File: config.mk
export PLATFORM = sky130hd
export DESIGN_NAME = alarm_ctrl
export DESIGN_NICKNAME = d
export VERILOG_FILES = /design/src/rtl/alarm_ctrl.sv
export SDC_FILE = /design/constraint.sdc
export NUM_CORES = 1
export LEC_CHECK = 0
export CAP_MARGIN = 0
export CORE_ASPECT_RATIO = 0.7
export CORE_MARGIN = 8
export CORE_UTILIZATION = 30
export DETAILED_ROUTE_END_ITERATION = 8
export PLACE_DENSITY_LB_ADDON = 0.12
export SKIP_CTS_REPAIR_TIMING = 1
export SKIP_LAST_GASP = 1
export SYNTH_ARGS = -nofsm -noshare
export SYNTH_HDL_FRONTEND = slang
export SYNTH_SLANG_ARGS = --single-unit
File: constraint.sdc
create_clock -name CLK -period 2.9 [get_ports CLK]
set_input_delay 0.29 -clock CLK [delete_from_list [all_inputs] [get_ports CLK]]
set_output_delay 0.29 -clock CLK [all_outputs]
set_load 0.01 [all_outputs]
File: src/rtl/alarm_ctrl.sv
// alarm_ctrl: BCD alarm time store, time match, ring/snooze/stop FSM and gated buzzer
//
// Ports:
//   CLK, RESET          system clock, asynchronous active-low reset
//   ENABLE, ENABLE_kHz  1 Hz and 1 kHz single-cycle ticks
//   HOU_*/MIN_*/SEC_*   live BCD time of day from the counter chain
//   set_active, sel_min alarm edit mode and field select (0 hour, 1 minute)
//   INC_MODE            increment pulse for the selected alarm field
//   arm_toggle          toggles ARMED; while armed it also forces IDLE
//   stop, snooze        user ring controls
//   ALM_*               alarm BCD digits for the display multiplexer
//   ARMED, RINGING, SNOOZING, BUZZ  status flags and buzzer drive
module alarm_ctrl #(
   parameter int RING_SEC   = 60,
   parameter int SNOOZE_MIN = 5,
   parameter int BUZZ_DIV   = 1
) (
   input  logic       CLK,
   input  logic       RESET,
   input  logic       ENABLE,
   input  logic       ENABLE_kHz,
   input  logic [3:0] HOU_CNT3,
   input  logic [3:0] HOU_CNT10,
   input  logic [3:0] MIN_CNT6,
   input  logic [3:0] MIN_CNT10,
   input  logic [3:0] SEC_CNT6,
   input  logic [3:0] SEC_CNT10,
   input  logic       set_active,
   input  logic       sel_min,
   input  logic       INC_MODE,
   input  logic       arm_toggle,
   input  logic       stop,
   input  logic       snooze,
   output logic [3:0] ALM_HOU_CNT3,
   output logic [3:0] ALM_HOU_CNT10,
   output logic [3:0] ALM_MIN_CNT6,
   output logic [3:0] ALM_MIN_CNT10,
   output logic       ARMED,
   output logic       RINGING,
   output logic       SNOOZING,
   output logic       BUZZ
);
   localparam logic [7:0]  RING_LAST = 8'(RING_SEC - 1);
   localparam logic [11:0] SNZ_LOAD  = 12'(SNOOZE_MIN * 60);
   localparam logic [3:0]  DIV_LAST  = 4'(BUZZ_DIV - 1);

   typedef enum logic [1:0] {IDLE, RING, SNOOZE} state_t;

   state_t      state, state_nxt;
   logic        match, match_d, trigger, disarm, ring_stay, div_hit, tone;
   logic [7:0]  ring_cnt, hour_inc, min_inc;
   logic [11:0] snz_cnt;
   logic [3:0]  div_cnt;

   // Seconds must be 00 so an edit landing on the current minute cannot fire
   assign match   = {HOU_CNT3, HOU_CNT10, MIN_CNT6, MIN_CNT10} ==
                    {ALM_HOU_CNT3, ALM_HOU_CNT10, ALM_MIN_CNT6, ALM_MIN_CNT10} &&
                    SEC_CNT6 == 4'd0 && SEC_CNT10 == 4'd0;
   assign trigger = match & ~match_d & ARMED & ~set_active;
   assign disarm  = arm_toggle & ARMED;

   assign hour_inc = (ALM_HOU_CNT3 == 4'd2 && ALM_HOU_CNT10 == 4'd3) ? 8'h00 :
                     (ALM_HOU_CNT10 == 4'd9) ? {ALM_HOU_CNT3 + 4'd1, 4'd0} :
                     {ALM_HOU_CNT3, ALM_HOU_CNT10 + 4'd1};
   assign min_inc  = (ALM_MIN_CNT10 != 4'd9) ? {ALM_MIN_CNT6, ALM_MIN_CNT10 + 4'd1} :
                     {(ALM_MIN_CNT6 == 4'd5) ? 4'd0 : ALM_MIN_CNT6 + 4'd1, 4'd0};

   always_comb begin
      state_nxt = state;
      if (disarm)
         state_nxt = IDLE;
      else
         case (state)
            IDLE:    state_nxt = trigger ? RING : IDLE;
            RING:    state_nxt = stop ? IDLE : snooze ? SNOOZE :
                                 (ENABLE && ring_cnt == RING_LAST) ? IDLE : RING;
            SNOOZE:  state_nxt = stop ? IDLE :
                                 (ENABLE && snz_cnt == 12'd1) ? RING : SNOOZE;
            default: state_nxt = IDLE;
         endcase
   end

   // Counters and tone only run while RING persists; any exit or entry clears them
   assign ring_stay = state == RING && state_nxt == RING;
   assign div_hit   = div_cnt == DIV_LAST;
   assign BUZZ      = tone & ~ring_cnt[0];

   always_ff @(posedge CLK or negedge RESET) begin
      if (!RESET) begin
         state    <= IDLE;
         match_d  <= 1'b0;
         RINGING  <= 1'b0;
         SNOOZING <= 1'b0;
         ring_cnt <= '0;
         snz_cnt  <= '0;
         div_cnt  <= '0;
         tone     <= 1'b0;
      end else begin
         state    <= state_nxt;
         match_d  <= match;
         RINGING  <= state_nxt == RING;
         SNOOZING <= state_nxt == SNOOZE;
         ring_cnt <= ring_stay ? ring_cnt + {7'd0, ENABLE} : '0;
         snz_cnt  <= (state == RING && state_nxt == SNOOZE) ? SNZ_LOAD :
                     (state == SNOOZE && state_nxt == SNOOZE) ? snz_cnt - {11'd0, ENABLE} : '0;
         div_cnt  <= !ring_stay ? '0 : !ENABLE_kHz ? div_cnt : div_hit ? '0 : div_cnt + 4'd1;
         tone     <= ring_stay & (tone ^ (ENABLE_kHz & div_hit));
      end
   end

   always_ff @(posedge CLK or negedge RESET) begin
      if (!RESET) begin
         ARMED         <= 1'b0;
         ALM_HOU_CNT3  <= 4'd0;
         ALM_HOU_CNT10 <= 4'd6;
         ALM_MIN_CNT6  <= 4'd0;
         ALM_MIN_CNT10 <= 4'd0;
      end else begin
         ARMED <= ARMED ^ arm_toggle;
         if (set_active && INC_MODE && !sel_min)
            {ALM_HOU_CNT3, ALM_HOU_CNT10} <= hour_inc;
         if (set_active && INC_MODE && sel_min)
            {ALM_MIN_CNT6, ALM_MIN_CNT10} <= min_inc;
      end
   end
endmodule

# After elaboration in Yosys (flattened, before gate mapping)
# Cells that the tools add are included.
# Widths: inputs -> output; s select.
# totals
input_bits,34
reg_bits,47
elab_cells,83
output_inout_bits,20
# classes
reduce_logical,19
eq_ne,13
n_addsub,7
bitwise,13
muxes,18
# op_table
cell,count
$mux 12,2
$mux 8,3
$add 4x1->4 const B,5
$mux 4,5
$eq 16x16->1,1
$eq 12x1->1 const B,1
$logic_not 4->1,3
$sub 12x1->12,1
$logic_and 1x1->1,11
$mux 2,5
$add 8x1->8,1
$eq 4x2->1 const B,2
$eq 8x6->1 const B,1
$and 1x1->1,7
$pmux 2 s3,1
$eq 2x1->1 const B,2
$eq 2x2->1 const B,2
$eq 4x3->1 const B,1
$eq 4x4->1 const B,1
$ne 4x4->1 const B,1
$not 1->1,4
$reduce_and 2->1,2
$logic_not 2->1,1
$mux 1,2
4 further kinds,5

# Longest topological paths before layout
# depth
word_depth,13
ltp_mapped,7
depth_no_buf,7

# Worst setup path after synthesis
# OpenSTA, ideal clock, no wires.
# synth_timing
path_type,flip-flop to flip-flop
from,register ARMED
to,register div_cnt[2]
path_buffers,1
path_slack_ns,1.096
t_required_ns,2.829
path_stages_with_launch,6
setup_time_ns,0.071
t_arrival_ns,1.733
cell_sequence,dfrtp_1 ha_1 or4b_1 a311o_2 buf_6 nor2_1
# synth_via
elab_chain_cells,8
elab_cells_between_ends,10
# synth_rtl
element,line,source
start: declaration,38,"output logic ARMED,"
start signal: assignment,119,ARMED <= ARMED ^ arm_toggle;
$and 1x1->1 (2 in series),59,assign trigger = match & ~match_d & ARMED & ~set_active;
$mux 1,74,IDLE: state_nxt = trigger ? RING : IDLE;
$pmux 2 s3,73,case (state)
$mux 2 *,70,if (disarm)
$eq 2x1->1 *,84,assign ring_stay = state == RING && state_nxt == RING;
$logic_and 1x1->1 *,84,
$ne 2x2->1 (no source line) / $mux 4 (equally long branches),-,
end signal: assignment,106,div_cnt <= !ring_stay ? '0 : !ENABLE_kHz ? div_cnt : div_hit ? '0 : div_cnt + 4'd1;
end: declaration,53,logic [3:0] div_cnt;
# Mark *: on every way between the ends. The rest lies on a longest branch, timed or not.
# A chain may end at the register's enable or synchronous reset.

# Final worst setup path
# layout_timing
from,input port ENABLE
to,register snz_cnt[8]
# layout_via
elab_chain_cells,10
elab_cells_between_ends,15
# layout_rtl
element,line,source
start: declaration,20,"input logic ENABLE,"
$logic_and 1x1->1,76,(ENABLE && ring_cnt == RING_LAST) ? IDLE : RING;
$mux 1,76,
$mux 2 (2 in series),75,RING: state_nxt = stop ? IDLE : snooze ? SNOOZE :
$pmux 2 s3,73,
$mux 2,70,
$eq 2x2->1,"104, 105",
$logic_and 1x1->1,105,"(state == SNOOZE && state_nxt == SNOOZE) ? snz_cnt - {11'd0, ENABLE} : '0;"
$mux 12,105,
$mux 12 *,104,snz_cnt <= (state == RING && state_nxt == SNOOZE) ? SNZ_LOAD :
end signal: assignment,104,
end: declaration,52,logic [11:0] snz_cnt;
# Marks and branches as above.

==> out/metrics.cfg <==
[timing]
rsz0062_at_grt=no
clock_skew_ns=0.00646
tightest_slew_ns=0.581
fmax_mhz=494
period_needed_ns=2.02
fin_crit_sh=0.698
finalSetupViolations=0
slew_viol_final=0
setup_tns_ns=0
slew_headroom=0.609
whs_ns=0.477
final_hold_viol_count=0

[finish]
antennaDiodeCount=0
fin_nets=352
final_core_util=0.412
n_fill_cell=792
drive_gt1_frac=0.0552
area_growth_pct=31.7
finalNonFillerCells=409

[logic_synthesis]
yosysSeqAreaShare=0.472
synth_warnings=0
synth_area_leaders=dfrtp_1, xor2_1, ha_1, nor2_1, xnor2_1
synth.most_common_cell=dfrtp_1
synth_xor_area_frac=0.137
synthSimpleGateAreaFrac=0.216
syn-num-nets=293
synth_cell_types=41
synth_top_family_by_area=simple AND/OR/NAND/NOR gates
synth_edf_count=0
syn_area_per_cell_um2=10.1
yosys.area.top_type_share=0.451
yosysTopAreaCell=dfrtp_1
syn-cell-area_um2=2490
synthFlopType=dfrtp_1
synth_fa_ha_area_frac=0.0552
synth_cells=248
synth_common_cells=dfrtp_1, nor2_1, xor2_1
synth_compound_area_frac=0.0802
ys_ff_latch=47
muxShareOfSynthArea=0.00853
async_reset_ff_frac=1.00

[setup_path]
crit_arrival_ns=2.23
crit_path_max_fanout=5
start_kind=input port
critPathKind=input port to flip-flop
critical_path.endpoint_type=flip-flop
cp.required_ns=3.11
r2r.worst_path.cells=4

[placement]
gp_congestion=0.744
post-place-cells=400
portBuffers=53
hpwl_mm=4.49

[grt]
gr-total-overflow=0
grt_pass1_vias=2044
grt_pass1_wl_mm=10.2
antenna_found_initial=0
track_usage=0.109
grt_max_degree=29

[die]
dieHeight_um=92.3
start_util=0.313
fp.dieW_um=125
dieArea_um2=11500
rows=27
core_area_um2=7970
num_io_pins=54

[cts]
clk_pin_slew_ns=0.07
htreeDepth=2
clkLatencyLatePin_ns=0.29
cts_buffer_depth=2
numCtsBuffers=5
root_buffer=clkbuf_16
cts_sinks=47
cts_tree=yes

[drt]
routedWlPerCell_um=14.5
first_iter_violations=77
ant_nets=0
via_per_inst=4.73
drtPass1Iterations=4
drt_wl_total_mm=5.94
vias=1934
drc=0

[power_and_ir_drop]
p_leak_nw=1.43
ir_drop_mv=0.408
powerDensity_nw_per_um2=659
power_w=0.00217

[outcome]
status=complete, no violations

[hold_path]
hp-class=input port to async pin

[job]
drv_cap=0

## sequential cells by signal (all words and copies together) (netlist names)
| register | count |
|---|---|
| tone | 1 |
| ALM_MIN_CNT10 | 4 |
| ALM_MIN_CNT6 | 4 |
| snz_cnt | 12 |
| ARMED | 1 |
| div_cnt | 4 |
| ALM_HOU_CNT10 | 4 |
| state | 2 |
| SNOOZING | 1 |
| ring_cnt | 8 |
| ALM_HOU_CNT3 | 4 |
| match_d | 1 |
| RINGING | 1 |
## report_power, final
group / internal (W) / switching (W)
sequential: 0.000766 / 0.000193
clock: 0.000319 / 0.000247
combinational: 0.000368 / 0.000273
## worst max-delay path, cell delays in order
cell and delay, ns:
clkdlybuf4s50_1 0.53, ha_1 0.26, ha_1 0.22, nor3b_1 0.48, nand2_1 0.13, xor2_1 0.16
o21ai_0 0.15
## logic make-up (layout without fill, tap and decap cells)
group,Yosys count,in the layout
AND/OR/NAND/NOR,99,99
flip-flops,47,47
XOR/XNOR,39,39
AO/OA/AOI/OAI,32,32
buffers and inverters,18,78
adder cells (fa/ha/maj),11,11
multiplexers,2,2
## layout by cell type, fill, tap and decap left out, types with 3 or more instances in the layout
cell type	n
a21oi_1	7
and3_1	3
clkbuf_16	5
clkdlybuf4s50_1	52
dfrtp_1	45
ha_1	11
inv_1	15
nand2_1	13
nand2b_1	3
nand3_1	9
nand3b_1	3
nand4_1	5
nor2_1	29
nor2b_1	4
nor3_1	7
nor3b_1	5
nor4_1	7
o21ai_0	13
or4b_1	3
xnor2_1	10
xor2_1	29
## stage by stage
step | instance area (um2) | worst slack (ns)
finish | 3290 | 0.876
global route | 3290 | 0.654
CTS | 3280 | 0.843
detailed placement | 3130 | 0.551
global placement | 3130 | 0.630
floorplan | 2490 | 1.10
## routing by layer
metal | GRT usage | up-vias | share of wire
li1 | - | 978 | -
met4 | 0.0333 | 0 | 0.011
met5 | 0 | - | 0
met2 | 0.149 | 47 | 0.38
met1 | 0.151 | 902 | 0.54
met3 | 0.0464 | 7 | 0.072
## final timing paths
check | end | slack, ns | startpoint
min | snz_cnt[6]$_DFF_PN0_ | 0.48 | RESET
max | snz_cnt[8]$_DFF_PN0_ | 0.88 | ENABLE
min in group CLK | ARMED$_DFF_PN0_ | 0.53 | ARMED$_DFF_PN0_
max reg2reg | snz_cnt[5]$_DFF_PN0_ | 0.90 | snz_cnt[5]$_DFF_PN0_
max in group asynchronous | ALM_HOU_CNT10[1]$_DFFE_PN1P_ | 1.65 | RESET
min reg2reg | ARMED$_DFF_PN0_ | 0.53 | ARMED$_DFF_PN0_
## layout make-up
| class | instances | area [um2] | area share |
|---|---|---|---|
| Timing Repair Buffer | 55 | 543 | 0.165 |
| Multi-Input combinational cell | 183 | 1240 | 0.377 |
| Clock inverter | 2 | 12.5 | 0.00381 |
| Inverter | 15 | 56.3 | 0.0171 |
| Clock buffer | 6 | 129 | 0.0392 |
| Sequential cell | 47 | 1180 | 0.359 |
| Tap cell | 101 | 126 | 0.0385 |
Power figures use the tool's default switching activity.
